==> src/rtl/memory_bus_bridge_pkg.sv <==
// Shared configuration for the core-to-Wishbone memory bridge.
// Latency: none (constants and helper functions only).
// Backpressure: not applicable.
package memory_bus_bridge_pkg;

    // RV64I data path: 64-bit bus, 8 byte lanes.
    localparam int MBB_DATA_WIDTH     = 64;
    localparam int MBB_ADDR_WIDTH     = 64;
    localparam int MBB_TIMEOUT_CYCLES = 255;

    // Width of the byte-offset field within a bus word.
    function automatic int lane_off_w(input int byte_num);
        return (byte_num > 1) ? $clog2(byte_num) : 1;
    endfunction

endpackage

==> src/rtl/byte_lane_aligner.sv <==
// Moves LSB-aligned core data/masks onto Wishbone byte lanes and back.
// Latency: purely combinational.
// Backpressure: none; flags masks that spill past the end of the bus word.
//   i_addr/i_byte_en/i_wr_data : request from core (LSB-aligned)
//   i_rd_word/i_rd_offset      : raw bus read word and the offset of its access
//   o_sel/o_dat/o_adr          : lane-shifted select, store data, word address
//   o_offset/o_misaligned      : byte offset within word, boundary-crossing flag
//   o_rd_data                  : read word shifted back down to LSB alignment
import memory_bus_bridge_pkg::*;

module byte_lane_aligner #(
    parameter int DATA_WIDTH = MBB_DATA_WIDTH,
    parameter int ADDR_WIDTH = MBB_ADDR_WIDTH,
    parameter int BYTE_NUM   = DATA_WIDTH / 8,
    parameter int OFF_W      = lane_off_w(DATA_WIDTH / 8)
) (
    input  logic [ADDR_WIDTH-1:0] i_addr,
    input  logic [BYTE_NUM-1:0]   i_byte_en,
    input  logic [DATA_WIDTH-1:0] i_wr_data,
    input  logic [DATA_WIDTH-1:0] i_rd_word,
    input  logic [OFF_W-1:0]      i_rd_offset,
    output logic [BYTE_NUM-1:0]   o_sel,
    output logic [DATA_WIDTH-1:0] o_dat,
    output logic [ADDR_WIDTH-1:0] o_adr,
    output logic [OFF_W-1:0]      o_offset,
    output logic                  o_misaligned,
    output logic [DATA_WIDTH-1:0] o_rd_data
);

    logic [OFF_W-1:0]      w_off;
    logic [2*BYTE_NUM-1:0] w_wide_sel;

    assign w_off = i_addr[OFF_W-1:0];

    // Shift into a double-width mask: any bit landing in the upper half
    // means the access straddles two bus words.
    assign w_wide_sel   = {{BYTE_NUM{1'b0}}, i_byte_en} << w_off;
    assign o_sel        = w_wide_sel[BYTE_NUM-1:0];
    assign o_misaligned = |w_wide_sel[2*BYTE_NUM-1:BYTE_NUM];

    assign o_dat     = i_wr_data << {w_off, 3'b000};
    assign o_adr     = {i_addr[ADDR_WIDTH-1:OFF_W], {OFF_W{1'b0}}};
    assign o_offset  = w_off;
    assign o_rd_data = i_rd_word >> {i_rd_offset, 3'b000};

endmodule

==> src/rtl/memory_bus_bridge.sv <==
// Bridges single-beat core loads/stores onto a classic Wishbone master port.
// Latency: acceptance + 1 + slave wait + 1 (one BUS cycle minimum, one DONE cycle).
// Backpressure: mem_busy high while the bus cycle is open; requests only taken in IDLE.
//   i_clk/i_reset   : clock, synchronous active-high reset
//   i_flush         : abandon the in-flight access (bus cycle drained, no completion)
//   i_mem_*         : core request; o_mem_busy/o_mem_rd_data/o_mem_fault: core response
//   o_wb_*/i_wb_*   : Wishbone master signals
import memory_bus_bridge_pkg::*;

module memory_bus_bridge #(
    parameter int DATA_WIDTH     = MBB_DATA_WIDTH,
    parameter int ADDR_WIDTH     = MBB_ADDR_WIDTH,
    parameter int TIMEOUT_CYCLES = MBB_TIMEOUT_CYCLES,
    parameter int BYTE_NUM       = DATA_WIDTH / 8
) (
    input  logic                  i_clk,
    input  logic                  i_reset,
    input  logic                  i_flush,
    input  logic                  i_mem_rd_en,
    input  logic                  i_mem_wr_en,
    input  logic [BYTE_NUM-1:0]   i_mem_byte_en,
    input  logic [ADDR_WIDTH-1:0] i_mem_addr,
    input  logic [DATA_WIDTH-1:0] i_mem_wr_data,
    output logic                  o_mem_busy,
    output logic [DATA_WIDTH-1:0] o_mem_rd_data,
    output logic                  o_mem_fault,
    output logic                  o_wb_cyc,
    output logic                  o_wb_stb,
    output logic                  o_wb_we,
    output logic [BYTE_NUM-1:0]   o_wb_sel,
    output logic [ADDR_WIDTH-1:0] o_wb_adr,
    output logic [DATA_WIDTH-1:0] o_wb_dat_o,
    input  logic [DATA_WIDTH-1:0] i_wb_dat_i,
    input  logic                  i_wb_ack,
    input  logic                  i_wb_err
);

    localparam int OFF_W = lane_off_w(BYTE_NUM);
    localparam int CNT_W = $clog2(TIMEOUT_CYCLES + 1);

    localparam logic [1:0] S_IDLE  = 2'd0;
    localparam logic [1:0] S_BUS   = 2'd1;
    localparam logic [1:0] S_DONE  = 2'd2;
    localparam logic [1:0] S_DRAIN = 2'd3;

    logic [1:0]            r_state;
    logic [CNT_W-1:0]      r_cnt;
    logic                  r_we;
    logic [BYTE_NUM-1:0]   r_sel;
    logic [ADDR_WIDTH-1:0] r_adr;
    logic [DATA_WIDTH-1:0] r_dat_o;
    logic [OFF_W-1:0]      r_off;
    logic [DATA_WIDTH-1:0] r_rd_data;
    logic                  r_mem_fault;

    logic [BYTE_NUM-1:0]   w_sel;
    logic [DATA_WIDTH-1:0] w_dat_o;
    logic [ADDR_WIDTH-1:0] w_adr;
    logic [OFF_W-1:0]      w_off;
    logic                  w_misaligned;
    logic [DATA_WIDTH-1:0] w_rd_shifted;
    logic                  w_timeout;
    logic                  w_bus_end;

    byte_lane_aligner #(
        .DATA_WIDTH (DATA_WIDTH),
        .ADDR_WIDTH (ADDR_WIDTH),
        .BYTE_NUM   (BYTE_NUM),
        .OFF_W      (OFF_W)
    ) u_aligner (
        .i_addr       (i_mem_addr),
        .i_byte_en    (i_mem_byte_en),
        .i_wr_data    (i_mem_wr_data),
        .i_rd_word    (i_wb_dat_i),
        .i_rd_offset  (r_off),
        .o_sel        (w_sel),
        .o_dat        (w_dat_o),
        .o_adr        (w_adr),
        .o_offset     (w_off),
        .o_misaligned (w_misaligned),
        .o_rd_data    (w_rd_shifted)
    );

    // Counter starts at 0 in the first BUS cycle, so a silent slave gets
    // TIMEOUT_CYCLES+1 bus cycles before the access is abandoned.
    assign w_timeout = (r_cnt == CNT_W'(TIMEOUT_CYCLES));
    assign w_bus_end = i_wb_ack | i_wb_err | w_timeout;

    always_ff @(posedge i_clk) begin
        if (i_reset) begin
            r_state     <= S_IDLE;
            r_cnt       <= '0;
            r_we        <= 1'b0;
            r_sel       <= '0;
            r_adr       <= '0;
            r_dat_o     <= '0;
            r_off       <= '0;
            r_rd_data   <= '0;
            r_mem_fault <= 1'b0;
        end else begin
            r_mem_fault <= 1'b0;
            case (r_state)
                S_IDLE: begin
                    if (i_mem_rd_en && i_mem_wr_en) begin
                        // Ambiguous direction: refuse and report.
                        r_mem_fault <= 1'b1;
                    end else if (i_mem_rd_en || i_mem_wr_en) begin
                        r_we    <= i_mem_wr_en;
                        r_sel   <= w_sel;
                        r_adr   <= w_adr;
                        r_dat_o <= w_dat_o;
                        r_off   <= w_off;
                        r_cnt   <= '0;
                        if (w_misaligned) begin
                            r_state     <= S_DONE;
                            r_mem_fault <= 1'b1;
                            r_rd_data   <= '0;
                        end else begin
                            r_state <= S_BUS;
                        end
                    end
                end
                S_BUS: begin
                    r_cnt <= r_cnt + 1'b1;
                    if (i_flush) begin
                        // If the slave finishes in the flush cycle there is
                        // nothing left to drain.
                        r_state <= w_bus_end ? S_IDLE : S_DRAIN;
                    end else if (i_wb_err || (w_timeout && !i_wb_ack)) begin
                        r_state     <= S_DONE;
                        r_mem_fault <= 1'b1;
                        r_rd_data   <= '0;
                    end else if (i_wb_ack) begin
                        r_state   <= S_DONE;
                        r_rd_data <= w_rd_shifted;
                    end
                end
                S_DONE: begin
                    r_state <= S_IDLE;
                end
                S_DRAIN: begin
                    r_cnt <= r_cnt + 1'b1;
                    if (w_bus_end) begin
                        r_state <= S_IDLE;
                    end
                end
                default: begin
                    r_state <= S_IDLE;
                end
            endcase
        end
    end

    assign o_mem_busy    = (r_state == S_BUS);
    assign o_mem_rd_data = r_rd_data;
    assign o_mem_fault   = r_mem_fault;
    assign o_wb_cyc      = (r_state == S_BUS) || (r_state == S_DRAIN);
    assign o_wb_stb      = o_wb_cyc;
    assign o_wb_we       = o_wb_cyc & r_we;
    assign o_wb_sel      = r_sel;
    assign o_wb_adr      = r_adr;
    assign o_wb_dat_o    = r_dat_o;

endmodule

==> config.mk <==
export PLATFORM = sky130hd
export DESIGN_NAME = memory_bus_bridge
export DESIGN_NICKNAME = d
export VERILOG_FILES = /design/src/rtl/memory_bus_bridge_pkg.sv /design/src/rtl/byte_lane_aligner.sv /design/src/rtl/memory_bus_bridge.sv
export SDC_FILE = /design/constraint.sdc
export NUM_CORES = 1
export LEC_CHECK = 0
export BUFFER_PORTS_ARGS = -buffer_cell sky130_fd_sc_hd__buf_2
export CORE_MARGIN = 2
export CORE_UTILIZATION = 45
export CTS_CLUSTER_SIZE = 20
export DETAILED_ROUTE_END_ITERATION = 6
export GPL_ROUTABILITY_DRIVEN = 0
export PLACE_DENSITY = 0.71
export SKIP_CTS_REPAIR_TIMING = 1
export SLEW_MARGIN = 10
export SYNTH_ARGS = -nofsm -noshare
export SYNTH_HDL_FRONTEND = slang
export SYNTH_SLANG_ARGS = --single-unit
export TNS_END_PERCENT = 5
==> constraint.sdc <==
create_clock -name i_clk -period 3 [get_ports i_clk]
set_clock_uncertainty 0.2 [all_clocks]
set_input_delay 0.15 -clock i_clk [delete_from_list [all_inputs] [get_ports i_clk]]
set_output_delay 0.15 -clock i_clk [all_outputs]
set_load 0.03 [all_outputs]
==> out/qor.txt <==
total grt overflow: 0
RSZ-0062 raised after global routing: no
GRT Util Overall: 0.276
Critical Path End: o_mem_fault
DR pass1 iterations: 7
Hold Vio Cnt, Final: 3
Critical Path, Cell by Cell: dlygate4sd3_1 -> buf_6 -> inv_1 -> buf_4 -> nand2_1 -> nor3_1 -> dlygate4sd3_1 -> a31o_2
CP endpoint kind: flip-flop
Port-buffer cells: 408
Cell variety after synth: 47
Syn Inst Count: 1,295
Final Critical Period: 2.60 ns
hold slack final: -0.00837 ns
initial DRC count: 1,022
Finished Cell Area: 0.0155 mm2
WL final: 40.6 mm
reg2reg setup slack: 0.44 ns
clk buf depth: 3
commonest non-fill, non-tap cell in the layout: buf_2
startpoint type of the worst setup path: primary input
Initial Util: 0.453
R2R depth: 7
first-pass GRT wire length: 58.1 mm
mean routed wirelength per cell: 19.4 um
synth warn: 0
Cell Area, Synth: 0.0113 mm2
failing checks: hold timing
status: finished, violations left
critical path required time: 3.26 ns
Max-slew headroom: 0.325
Clock Latency Late Sink: 0.51 ns
Final Cycle Share: 0.868
Worst Path Arrival: 2.86 ns
Sink Count: 212
fraction of layout cells with a size suffix above 1: 0.330
Post-synth EDFFs: 0
CP delay by family, top: buffers and inverters
crit path kind: in2reg
final net count: 1,951
Max Clock Freq: 384 MHz
# placed instances: 1,945
Finished Layout Cells: 2,092
#FFs+latches synth: 212
Die Height: 163 um
Area Growth Syn to Fin: 36.7%
vias per inst: 5.59
top_reg_cell synth: dfxtp_1
PD cells: 544 mW/mm2
WP depth: 8
commonest non-fill, non-tap cells in the layout: buf_2 (406), nand2_1 (242), dfxtp_1 (210)
clk slew on worst S/H paths: 0.06 ns
slowest CP cell: inv_1
Worst Tran Pin Value: 1.01 ns
full die area: 0.0264 mm2
final setup fails: 0
row count: 58
Tightest Hold Check Type: in2reg
DR vias: 11,704
RR Endpoint: o_mem_rd_data[14]
post-synthesis sequential area ratio: 0.375
# H-tree levels: 1
CTS tree: built
CP bufs+invs: 5
pin count of the biggest net entering global routing: 116
vias in the first global route: 10,468
DP Wirelength: 27.7 mm
Lkg Pwr: 0.00695 uW
detailed-route DRC error count: 0
Synth Area per Inst: 8.74 um2
Core Box Area: 0.0250 mm2
Max-Cap Viols: 0
Cell Area, Placed: 0.0136 mm2
initial antenna violation count: 3
FFs w/ async S/R, synth: 0
clk root buf: clkbuf_16
fin. max-slew vios: 0
slowest stage delay, CP: 0.59 ns
origin of the worst setup path: i_reset
total CTS buffers: 24
die extent in x: 163 um
Final ANT Viol Nets: 0
CP most frequent cell: dlygate4sd3_1
Reg2Reg Launch Point: r_cnt[0]
VDD IR max: 0.452 mV
CP Max Fanout: 29
io pins: 412
Setup TNS Final: 0 ns
## registers in the layout (all words and copies together), names as in the netlist
register / cells
r_off: 3
o_mem_rd_data: 64
o_wb_adr: 61
o_wb_sel: 8
r_we: 1
o_wb_dat_o: 64
r_cnt: 8
r_state: 2
o_mem_fault: 1
## layer usage
layer	global-route usage	vias up	share of wire
met2	0.461	626	0.48
met3	0.0642	107	0.090
li1	-	5436	-
met5	0	-	0
met1	0.346	5535	0.38
met4	0.110	0	0.044
## how the worst min path moves through the flow
stage          slack, ns         startpoint  cells past startpoint              to
3_3_place_gp        0.19     i_mem_addr[31]                      3    o_wb_adr[31]
6_report          -0.008  i_mem_wr_data[23]                      5  o_wb_dat_o[31]
5_1_grt             0.03  i_mem_wr_data[27]                      5  o_wb_dat_o[35]
4_1_cts            -0.35     i_mem_addr[29]                      3    o_wb_adr[29]
3_5_place_dp        0.20     i_mem_addr[29]                      3    o_wb_adr[29]
2_1_floorplan       0.09        i_mem_wr_en                      2            r_we
## Yosys cell counts (2+ instances only)
library cell	number	area share
or2_2	2	0.0011
o211a_1	3	0.0027
and2_1	10	0.0055
a21oi_1	116	0.051
nor4_1	5	0.0028
o221ai_1	4	0.0031
a211oi_1	43	0.029
buf_2	13	0.0058
inv_1	6	0.0020
buf_1	16	0.0053
mux2i_1	125	0.11
o211ai_1	9	0.0060
nor3_1	11	0.0049
nand2_1	243	0.081
nor3_2	2	0.0018
a22oi_1	37	0.025
xor2_1	5	0.0039
or3_1	3	0.0017
clkbuf_1	78	0.026
buf_6	4	0.0040
nand2b_1	8	0.0044
ha_1	3	0.0033
mux2_4	28	0.037
mux4_2	37	0.074
nand3_1	14	0.0062
o21a_1	5	0.0033
nor2_1	113	0.037
nand4_1	4	0.0022
dfxtp_1	212	0.38
mux2_2	25	0.025
buf_4	8	0.0053
o21ai_0	43	0.019
nor2b_1	46	0.025
## power by group
part | leakage, uW | internal [uW] | switching (uW)
combinational | 0.00478 | 768 | 1230
clock | 0.000445 | 2130 | 1200
sequential | 0.00173 | 2980 | 116
## metrics by stage
step                total power, uW  worst slack (ns)  utilization
finish                         8420             0.395        0.620
floorplan                      4400             0.779            -
CTS                            8310             0.430        0.579
detailed placement             5000             0.424        0.543
global route                   8710             0.262        0.620
global placement               4970             0.430        0.543
## cell families (layout without fill, tap and decap cells)
logic type               after synthesis  after routing  synth area share
other                                  1              7          0.000332
XOR/XNOR                               5              5           0.00387
AND/OR/NAND/NOR                      466            466             0.178
flip-flops                           212            212             0.375
multiplexers                         215            215             0.246
adder cells (fa/ha/maj)                3              3           0.00332
AO/OA/AOI/OAI                        267            267             0.144
buffers and inverters                126            587            0.0486
## worst register-to-register path, stage by stage (launching register included)
cell       delay [ns]
dfxtp_1          0.36
ha_1             0.22
nand3_1          0.12
o21ai_0          0.30
nor2_1           0.13
a2111oi_4        0.26
buf_12           0.39
mux2_4           0.46
## cell type report
cell class	instances	area [um2]
timing repair buffer	537	3320
sequential	212	4250
inverter	7	26.3
clock inverter	11	205
antenna	4	10.0
tap	330	413
clock buffer	32	692
fill	2115	9500
multi-input combinational	959	6550
Power figures use the tool's default switching activity.
